[config.mk]
export PLATFORM = sky130hd
export DESIGN_NAME = obuf_drain_flat
export DESIGN_NICKNAME = d
export VERILOG_FILES = /design/src/rtl/obuf_drain_pkg.sv /design/src/rtl/obuf_drain_if.sv /design/src/rtl/obuf_drain_fifo.sv /design/src/rtl/obuf_drain.sv /design/src/flat_wrapper.sv
export SDC_FILE = /design/constraint.sdc
export NUM_CORES = 1
export LEC_CHECK = 0
export BUFFER_PORTS_ARGS = -buffer_cell sky130_fd_sc_hd__buf_2
export CORE_AREA = 2 2 118 120
export CTS_CLUSTER_DIAMETER = 30
export DETAILED_ROUTE_END_ITERATION = 16
export DIE_AREA = 0 0 120 122
export PLACE_DENSITY = 0.76
export RECOVER_POWER = 25
export SLEW_MARGIN = 25
export SYNTH_ARGS = -nofsm -noshare
export SYNTH_HDL_FRONTEND = slang
export SYNTH_HIERARCHICAL = 1
export SYNTH_SLANG_ARGS = --single-unit
[constraint.sdc]
create_clock -name clk -period 10.8 [get_ports clk]
set_input_delay 1.08 -clock clk [delete_from_list [all_inputs] [get_ports clk]]
set_output_delay 1.08 -clock clk [all_outputs]
set_load 0.005 [all_outputs]
[src/rtl/obuf_drain_pkg.sv]
// Shared constants, state encoding and helpers for the output-buffer drain controller.
//   OBD_ARRAYWIDTH : lanes per row (taken from `ARRAYWIDTH when the project config defines it)
//   OBD_DATASIZE   : bits per lane (taken from `OUTPUT_BUF_DATASIZE when defined)
//   OBD_ADDR_W     : output-buffer row address width (taken from `OBUF_ADDR_W when defined)
//   obd_state_t    : 2-bit drain FSM encoding
`ifndef ARRAYWIDTH
`define ARRAYWIDTH 4
`endif

`ifndef OUTPUT_BUF_DATASIZE
`define OUTPUT_BUF_DATASIZE 16
`endif

`ifndef OBUF_ADDR_W
`define OBUF_ADDR_W 8
`endif

package obuf_drain_pkg;

    localparam int OBD_ARRAYWIDTH = `ARRAYWIDTH;
    localparam int OBD_DATASIZE   = `OUTPUT_BUF_DATASIZE;
    localparam int OBD_ADDR_W     = `OBUF_ADDR_W;

    typedef enum logic [1:0] {
        OBD_IDLE  = 2'd0,
        OBD_READ  = 2'd1,
        OBD_FLUSH = 2'd2,
        OBD_DONE  = 2'd3
    } obd_state_t;

    // A new read may launch only if, once this cycle's pop retires, the FIFO
    // plus the read already in flight leave room for its data two cycles out.
    function automatic logic read_slot_free(input logic [1:0] fifo_count,
                                            input logic       pop,
                                            input logic       inflight);
        int occ;
        occ = int'(fifo_count) - int'(pop) + int'(inflight);
        return occ <= 1;
    endfunction

endpackage

[src/rtl/obuf_drain_if.sv]
// Bus bundle between the drain controller and its neighbours.
//   control : start, num_rows (in to drain), busy, done (out of drain)
//   buffer  : rd_en, rd_addr, clr_en, clr_addr (out), rd_data (in, 1-cycle latency)
//   stream  : out_valid, out_data (out), out_ready (in)
// Modport master is the drain controller; slave is the surrounding logic.
interface obuf_drain_if
    import obuf_drain_pkg::*;
#(
    parameter int ARRAYWIDTH = OBD_ARRAYWIDTH,
    parameter int DATASIZE   = OBD_DATASIZE,
    parameter int ADDR_W     = OBD_ADDR_W
);
    logic                           start;
    logic [ADDR_W-1:0]              num_rows;
    logic                           busy;
    logic                           done;
    logic                           rd_en;
    logic [ADDR_W-1:0]              rd_addr;
    logic [ARRAYWIDTH*DATASIZE-1:0] rd_data;
    logic                           clr_en;
    logic [ADDR_W-1:0]              clr_addr;
    logic                           out_valid;
    logic                           out_ready;
    logic [ARRAYWIDTH*DATASIZE-1:0] out_data;

    modport master (
        input  start, num_rows, rd_data, out_ready,
        output busy, done, rd_en, rd_addr, clr_en, clr_addr, out_valid, out_data
    );

    modport slave (
        output start, num_rows, rd_data, out_ready,
        input  busy, done, rd_en, rd_addr, clr_en, clr_addr, out_valid, out_data
    );
endinterface

[src/rtl/obuf_drain_fifo.sv]
// Two-entry skid FIFO absorbing buffer read latency against downstream stalls.
//   clk, rst   : clock, synchronous active-low reset (empties the FIFO)
//   push       : write push_data this cycle (caller guarantees not full)
//   push_data  : row to store
//   pop        : retire head this cycle (caller guarantees not empty)
//   count      : entries held, 0..2
//   head       : oldest entry, driven from storage registers only
module obuf_drain_fifo #(
    parameter int WIDTH = 64
) (
    input  logic             clk,
    input  logic             rst,
    input  logic             push,
    input  logic [WIDTH-1:0] push_data,
    input  logic             pop,
    output logic [1:0]       count,
    output logic [WIDTH-1:0] head
);
    logic [WIDTH-1:0] mem [2];
    logic             wr_ptr;
    logic             rd_ptr;

    always_ff @(posedge clk) begin
        if (!rst) begin
            wr_ptr <= 1'b0;
            rd_ptr <= 1'b0;
            count  <= 2'd0;
        end else begin
            if (push) wr_ptr <= ~wr_ptr;
            if (pop)  rd_ptr <= ~rd_ptr;
            case ({push, pop})
                2'b10:   count <= count + 2'd1;
                2'b01:   count <= count - 2'd1;
                default: count <= count;
            endcase
        end
    end

    // Storage carries no reset; count gates every use of it.
    always_ff @(posedge clk) begin
        if (push) mem[wr_ptr] <= push_data;
    end

    assign head = mem[rd_ptr];
endmodule

[src/rtl/obuf_drain.sv]
// Drain controller: reads rows 0..num_rows-1 from the output buffer and streams
// them to the relu stage over valid/ready, one row per cycle when unstalled.
//   clk, rst : clock, synchronous active-low reset (aborts a drain, drops in-flight read)
//   bus      : obuf_drain_if.master (start/num_rows/busy/done, buffer read and clear
//              port, out_valid/out_ready/out_data stream)
// Build option DRAIN_CLEAR_EN: zero each row in the buffer one cycle after it is
// read; when undefined clr_en and clr_addr are held at 0.
//
// state     | meaning
// IDLE      | waiting for start
// READ      | issuing row reads while FIFO space allows
// FLUSH     | all reads issued, waiting for FIFO and in-flight read to empty
// DONE      | one-cycle done pulse, then back to IDLE
module obuf_drain
    import obuf_drain_pkg::*;
#(
    parameter int ARRAYWIDTH = OBD_ARRAYWIDTH,
    parameter int DATASIZE   = OBD_DATASIZE,
    parameter int ADDR_W     = OBD_ADDR_W
) (
    input  logic          clk,
    input  logic          rst,
    obuf_drain_if.master  bus
);
    localparam int ROW_W = ARRAYWIDTH * DATASIZE;

    obd_state_t        state;
    obd_state_t        state_next;
    logic [ADDR_W-1:0] rows_q;
    logic [ADDR_W-1:0] addr_q;
    logic              inflight;
    logic [1:0]        fifo_count;
    logic [ROW_W-1:0]  fifo_head;
    logic              pop;
    logic              issue;
    logic              last_issue;
    logic              fifo_drains;
    logic              busy;
    logic              done;

    assign pop        = (fifo_count != 2'd0) && bus.out_ready;
    assign issue      = (state == OBD_READ) && read_slot_free(fifo_count, pop, inflight);
    assign last_issue = issue && (addr_q == rows_q - ADDR_W'(1));
    // True when nothing will be left after this cycle, so done can follow the
    // final handshake directly.
    assign fifo_drains = !inflight && ((fifo_count == 2'd0) || (fifo_count == 2'd1 && pop));

    always_ff @(posedge clk) begin
        if (!rst) state <= OBD_IDLE;
        else      state <= state_next;
    end

    always_comb begin
        state_next = state;
        case (state)
            // An empty drain passes through FLUSH, which finds nothing pending,
            // so busy spans two cycles before returning to IDLE.
            OBD_IDLE:  if (bus.start) state_next = (bus.num_rows == '0) ? OBD_FLUSH : OBD_READ;
            OBD_READ:  if (last_issue) state_next = OBD_FLUSH;
            OBD_FLUSH: if (fifo_drains) state_next = OBD_DONE;
            OBD_DONE:  state_next = OBD_IDLE;
            default:   state_next = OBD_IDLE;
        endcase
    end

    always_comb begin
        busy = (state != OBD_IDLE);
        done = (state == OBD_DONE);
    end

    always_ff @(posedge clk) begin
        if (!rst) begin
            rows_q   <= '0;
            addr_q   <= '0;
            inflight <= 1'b0;
        end else begin
            inflight <= issue;
            if (state == OBD_IDLE && bus.start) begin
                rows_q <= bus.num_rows;
                addr_q <= '0;
            end else if (issue && !last_issue) begin
                addr_q <= addr_q + ADDR_W'(1);
            end
        end
    end

    obuf_drain_fifo #(.WIDTH(ROW_W)) u_fifo (
        .clk       (clk),
        .rst       (rst),
        .push      (inflight),
        .push_data (bus.rd_data),
        .pop       (pop),
        .count     (fifo_count),
        .head      (fifo_head)
    );

`ifdef DRAIN_CLEAR_EN
    logic [ADDR_W-1:0] clr_addr_q;

    always_ff @(posedge clk) begin
        if (!rst) clr_addr_q <= '0;
        else if (issue) clr_addr_q <= addr_q;
    end

    // inflight is exactly last cycle's rd_en and is dropped by reset, so a
    // read aborted by reset never produces a clear.
    assign bus.clr_en   = inflight;
    assign bus.clr_addr = clr_addr_q;
`else
    assign bus.clr_en   = 1'b0;
    assign bus.clr_addr = '0;
`endif

    assign bus.busy      = busy;
    assign bus.done      = done;
    assign bus.rd_en     = issue;
    assign bus.rd_addr   = addr_q;
    assign bus.out_valid = (fifo_count != 2'd0);
    assign bus.out_data  = fifo_head;
endmodule

[src/flat_wrapper.sv]
// flat-port wrapper written by rule: the top's interface ports become plain ports
module obuf_drain_flat import obuf_drain_pkg::*;
#(
    parameter int ARRAYWIDTH = OBD_ARRAYWIDTH,
    parameter int DATASIZE   = OBD_DATASIZE,
    parameter int ADDR_W     = OBD_ADDR_W
)
  (clk, rst, bus_start, bus_num_rows, bus_rd_data, bus_out_ready, bus_busy, bus_done, bus_rd_en, bus_rd_addr, bus_clr_en, bus_clr_addr, bus_out_valid, bus_out_data);
  obuf_drain_if #(.ARRAYWIDTH(ARRAYWIDTH), .DATASIZE(DATASIZE), .ADDR_W(ADDR_W)) bus_i ();
  input  logic clk;
  input  logic rst;
  input wire logic [$bits(bus_i.start)-1:0] bus_start;
  input wire logic [$bits(bus_i.num_rows)-1:0] bus_num_rows;
  input wire logic [$bits(bus_i.rd_data)-1:0] bus_rd_data;
  input wire logic [$bits(bus_i.out_ready)-1:0] bus_out_ready;
  output wire logic [$bits(bus_i.busy)-1:0] bus_busy;
  output wire logic [$bits(bus_i.done)-1:0] bus_done;
  output wire logic [$bits(bus_i.rd_en)-1:0] bus_rd_en;
  output wire logic [$bits(bus_i.rd_addr)-1:0] bus_rd_addr;
  output wire logic [$bits(bus_i.clr_en)-1:0] bus_clr_en;
  output wire logic [$bits(bus_i.clr_addr)-1:0] bus_clr_addr;
  output wire logic [$bits(bus_i.out_valid)-1:0] bus_out_valid;
  output wire logic [$bits(bus_i.out_data)-1:0] bus_out_data;
  assign bus_i.start = bus_start;
  assign bus_i.num_rows = bus_num_rows;
  assign bus_i.rd_data = bus_rd_data;
  assign bus_i.out_ready = bus_out_ready;
  assign bus_busy = bus_i.busy;
  assign bus_done = bus_i.done;
  assign bus_rd_en = bus_i.rd_en;
  assign bus_rd_addr = bus_i.rd_addr;
  assign bus_clr_en = bus_i.clr_en;
  assign bus_clr_addr = bus_i.clr_addr;
  assign bus_out_valid = bus_i.out_valid;
  assign bus_out_data = bus_i.out_data;
  obuf_drain #(.ARRAYWIDTH(ARRAYWIDTH), .DATASIZE(DATASIZE), .ADDR_W(ADDR_W)) u_core (.clk(clk), .rst(rst), .bus(bus_i));
endmodule
Word level (Yosys, flattened, before mapping)
Memories as Yosys holds them, arrays and structs flattened. A register that Yosys moved wholly into a read port is not among the register bits.
Index checks and enable logic that the tools add are counted.

operators by class
  add/subtract/negate cells = 6
  multipliers = 0
  div/mod/pow operators = 0
  magnitude comparators = 1
  eq/ne operators = 10
  shifts and indexed selects = 0
  muxes and demuxes = 10
  bitwise operators = 3
  reductions and logical operators = 18

operators by type and width
  kind                 count
  $add 32x2->32        1
  $le 32x2->1 const B  1
  $add 8x1->8 const B  1
  $eq 8x8->1           1
  $logic_not 8->1      1
  $mux 2               4
  $pmux 2 s4           1
  $sub 8x1->8 const B  1
  $logic_and 1x1->1    7
  $eq 2x1->1 const B   3
  $eq 2x2->1 const B   3
  $reduce_bool 2->1    3
  $logic_not 2->1      2
  $mux 1               4
  $ne 2x1->1 const B   2
  $pmux 2 s2           1
  $not 1->1            3
  $reduce_and 3->1     1
  $sub 2x1->3          1
  $add 2x1->2 const B  1
  $logic_not 1->1      2
  $ne 2x2->1 const B   1
  $reduce_or 2->1      1
  $sub 2x1->2 const B  1
  $logic_or 1x1->1     1

storage, ports and cells
  register bits = 23
  latch bits = 0
  RAM bits = 128
  memory bits (read-only) = 0
  input bits = 76
  memories = 1

memories
  memory             words  width  rd ports  clocked after memory_dff  wr ports  RTL line               text
  u_core.u_fifo.mem  2      64     1         1                         1         obuf_drain_fifo.sv:19  logic [WIDTH-1:0] mem [2];

Logic depth before layout (Yosys ltp)
  depth in word-level cells = 9
  depth in mapped cells = 13

Hierarchy
Netlist, hierarchy kept.

by module, submodules not included
  module           instances  cells each  area each (um^2)
  obuf_drain_fifo  1          219         4,843.4
  obuf_drain       1          167         1,356.3

Worst setup path before layout
OpenSTA, ideal clock, no wires.

  kind = register to register
  start point = reg u_core.inflight
  end point = mem u_core.u_fifo.mem[0][0], enable pin
  setup time = 0.488 ns
  data arrival time = 3.143 ns
  path slack = 7.169 ns
  cell stages (with the launch flop) = 3
  path buffers = 0
  path through = dfxtp_1 -> inv_1 -> nor2_1

between the ends
  word-level cells in the longest chain between the ends = 2

RTL lines
  what                          RTL line               text
  start: declaration            obuf_drain.sv:31       logic inflight;
  start signal: assignment      obuf_drain.sv:77       inflight <= issue;
  $mux 1                        obuf_drain_fifo.sv:41  if (push) mem[wr_ptr] <= push_data;
  $mux 1 (implied by the code)  obuf_drain_fifo.sv:41
  end: declaration              obuf_drain_fifo.sv:19

No other way between the ends.

Worst setup path after layout
  start point = in bus_out_ready
  end point = out bus_rd_en

between the ends
  word-level cells in the longest chain between the ends = 5

RTL lines
  what                RTL line              text
  start: declaration  flat_wrapper.sv:15    input wire logic [$bits(bus_i.out_ready)-1:0] bus_out_ready;
  $logic_and 1x1->1   obuf_drain.sv:41      assign pop = (fifo_count != 2'd0) && bus.out_ready;
  net u_core.pop      obuf_drain.sv:34      logic pop;
  $sub 2x1->3         obuf_drain_pkg.sv:37  occ = int'(fifo_count) - int'(pop) + int'(inflight);
  $add 32x2->32       obuf_drain_pkg.sv:37
  $le 32x2->1         obuf_drain_pkg.sv:38  return occ <= 1;
  $logic_and 1x1->1   obuf_drain.sv:42      assign issue = (state == OBD_READ) && read_slot_free(fifo_count, pop, inflight);
  end: declaration    flat_wrapper.sv:18    output wire logic [$bits(bus_i.rd_en)-1:0] bus_rd_en;

The timed path passes the listed nets, and every way through them passes these cells.

==> impl_metrics.toml <==
[routing]
detail_route.vias_per_cell = 4.98
drc_errors = 0
vias = 3673
drt-initial-drc-count = 251
drtAntennaViolNets = 0
dr.pass1.iters = 6
wirelength_mm = 11.5
wl_per_cell_um = 15.7

[global_routing]
grt_pass1_vias = 3730
grt_max_degree = 66
grt_pass1_wl_mm = 17.8
overflow = 0
antenna_found_initial = 0
track_usage = 0.159

[floorplan]
dieHeight_um = 122
fp.dieW_um = 120
core_sq_um = 13500
die-area_sq_um = 14600
io_pins = 161
rows = 43
start_util = 0.459

[layout]
fin_cells = 737
n_antenna_cell = 0
drive_gt1_frac = 0.425
fill_cells = 1118
area_growth_pct = 22.8
regArea_sq_um = 4330
nets = 633
final_util = 0.564
multi_input_area_sq_um = 1690
design_area_sq_um = 7610

[critical_path]
startpoint_type = "input pin"
r2r_setup_slack_ps = 7920
worstPathMaxFanout = 9
slowest_stage = "ha_1"
slowest_delay_ps = 290
required_ps = 9720
path_class = "input pin to output port"
crit_chain = "buf_2, and2_1, ha_1, inv_1, ha_1, ha_1, xor2_1, o22ai_1, nand2_1, inv_1, buf_2"
cp-end-kind = "output port"
cp_common_cell = "ha_1"
worstPathArrival_ps = 2900

[logic_synthesis]
yosysUniqueCellTypes = 44
yosysWarningCount = 6
netlist_area_sq_um = 6200
async_flop_share = 0
ys_ff_latch = 152
yosys.area.top_type = "edfxtp_1"
synth-edff-count = 128
yosys-top-cells-count = "128 x edfxtp_1, 64 x mux2_2, 24 x dfxtp_1"
synth_flop_cell = "edfxtp_1"
yosysMostFrequentCell = "edfxtp_1"
syn_inst = 386
syn_avg_cell_area_sq_um = 16.1
yosys.area.top_type_share = 0.620
synth_area_leaders = "edfxtp_1 62%, mux2_2 12%, dfxtp_1 7.7%"
yosysSeqAreaShare = 0.697

[placement]
dp_hpwl_mm = 7.83
dpl_cell_area_sq_um = 7080
port_buffers = 151
gp_congestion = 0.816
dp.cells = 706

[clock_network]
htreeDepth = 4
cts_root_buffer = "clkbuf_16"
path_clk_slew_ps = 60
clkSinkCount = 152
cts_buffer_depth = 2
cts_tree = "yes"
clkLatencyLatePin_ps = 400
hold_buffers = 0
numCtsBuffers = 17
cts_resized = 0
post_cts_buffers = 0

[status]
status = "finished clean"

[timing]
setup_tns_ps = 0
fin_crit_sh = 0.368
finalSetupViolCount = 0
fmax_ghz = 0.251
slew-limit-headroom = 0.412
tightest_slew_ps = 881
grt_setup_unrepaired = "false"
fin_worst_hold_slack_ps = 487
finalHoldViolCount = 0
clock_skew_ps = 8.32
period_needed_ps = 3980
final_max_slew_viol_count = 0

[run]
maxCapViolCount = 0

[power_and_ir_drop]
peakVddDrop_mv = 0.107
p_leak_nw = 2.85
power.density_nw_per_um2 = 217

[min_path]
hp-class = "flop to flop"
==> report_power, final <==
group          total, mW  internal [mW]  switching (mW)
Sequential         0.731          0.703          0.0275
Combinational      0.370          0.173           0.197
Clock              0.553          0.336           0.216
Total               1.65           1.21           0.441
==> stage by stage <==
stage	setup WS, ps	power (mW)
after floorplan	7170	0.995
final	6820	1.65
after detailed placement	6830	1.12
after global routing	6640	1.74
after CTS	6820	1.67
after global placement	6890	1.10
==> worst paths after layout <==
path	startpoint	to	cells past startpoint
worst max-delay path	bus_out_ready	bus_rd_en	11
worst min-delay path	u_core/rows_q[7]	u_core/rows_q[7]	2
worst max register to register	u_core/u_fifo/count[0]	u_core/bus.rd_addr[6]	13
worst min register to register	u_core/rows_q[7]	u_core/rows_q[7]	2
==> per-layer routing <==
layer | GRT usage | up-vias | part of all wire
li1 | - | 1739 | -
met2 | 0.287 | 124 | 0.52
met3 | 0.0449 | 9 | 0.059
met1 | 0.180 | 1801 | 0.42
met4 | 0.0551 | 0 | 0.0078
met5 | 0 | - | 0
==> critical path, delay by kind of cell <==
kind,cells,cell delay (ps)
buffers and inverters,4,350
XOR/XNOR,1,160
adder cells (fa/ha/maj),3,660
AND/OR/NAND/NOR,2,420
AO/OA/AOI/OAI,1,210
==> final cells by class <==
class / count / area share
Clock buffer: 18 / 0.0564
Clock inverter: 13 / 0.0171
Inverter: 16 / 0.00789
Multi-Input combinational cell: 204 / 0.222
Sequential cell: 152 / 0.568
Tap cell: 180 / 0.0296
Timing Repair Buffer: 154 / 0.0993
==> cell usage in the layout (no fill, tap or decap), drive strengths merged, types with 5 or more instances in the layout <==
master,instances
conb,9
a21oi,12
clkbuf,36
nor2,13
inv,16
o21ai,6
xnor2,15
ha,12
dfxtp,24
edfxtp,128
mux2,64
buf,136
clkinv,7
nand2,16
xor2,6
and2,5
nand3,10
==> registers in the layout (all words and copies together), names as in the netlist, named ones only <==
register	flops
u_core/bus.rd_addr	8
u_core/inflight	1
u_core/rows_q	8
u_core/u_fifo/mem	128
u_core/u_fifo/rd_ptr	1
u_core/u_fifo/wr_ptr	1
u_core/u_fifo/count	2
u_core/state	2
==> kinds of logic after synthesis <==
| group | count (synthesis) | synth area share |
|---|---|---|
| muxes | 65 | 0.118 |
| other | 1 | 0.000605 |
| buffers and inverters | 38 | 0.0367 |
| adders and majority gates | 12 | 0.0242 |
| AOI/OAI and AO/OA | 37 | 0.0400 |
| xor gates and xnor gates | 21 | 0.0297 |
| and+or+nand+nor | 60 | 0.0535 |
| DFF | 152 | 0.697 |
Power figures use the tool's default switching activity.
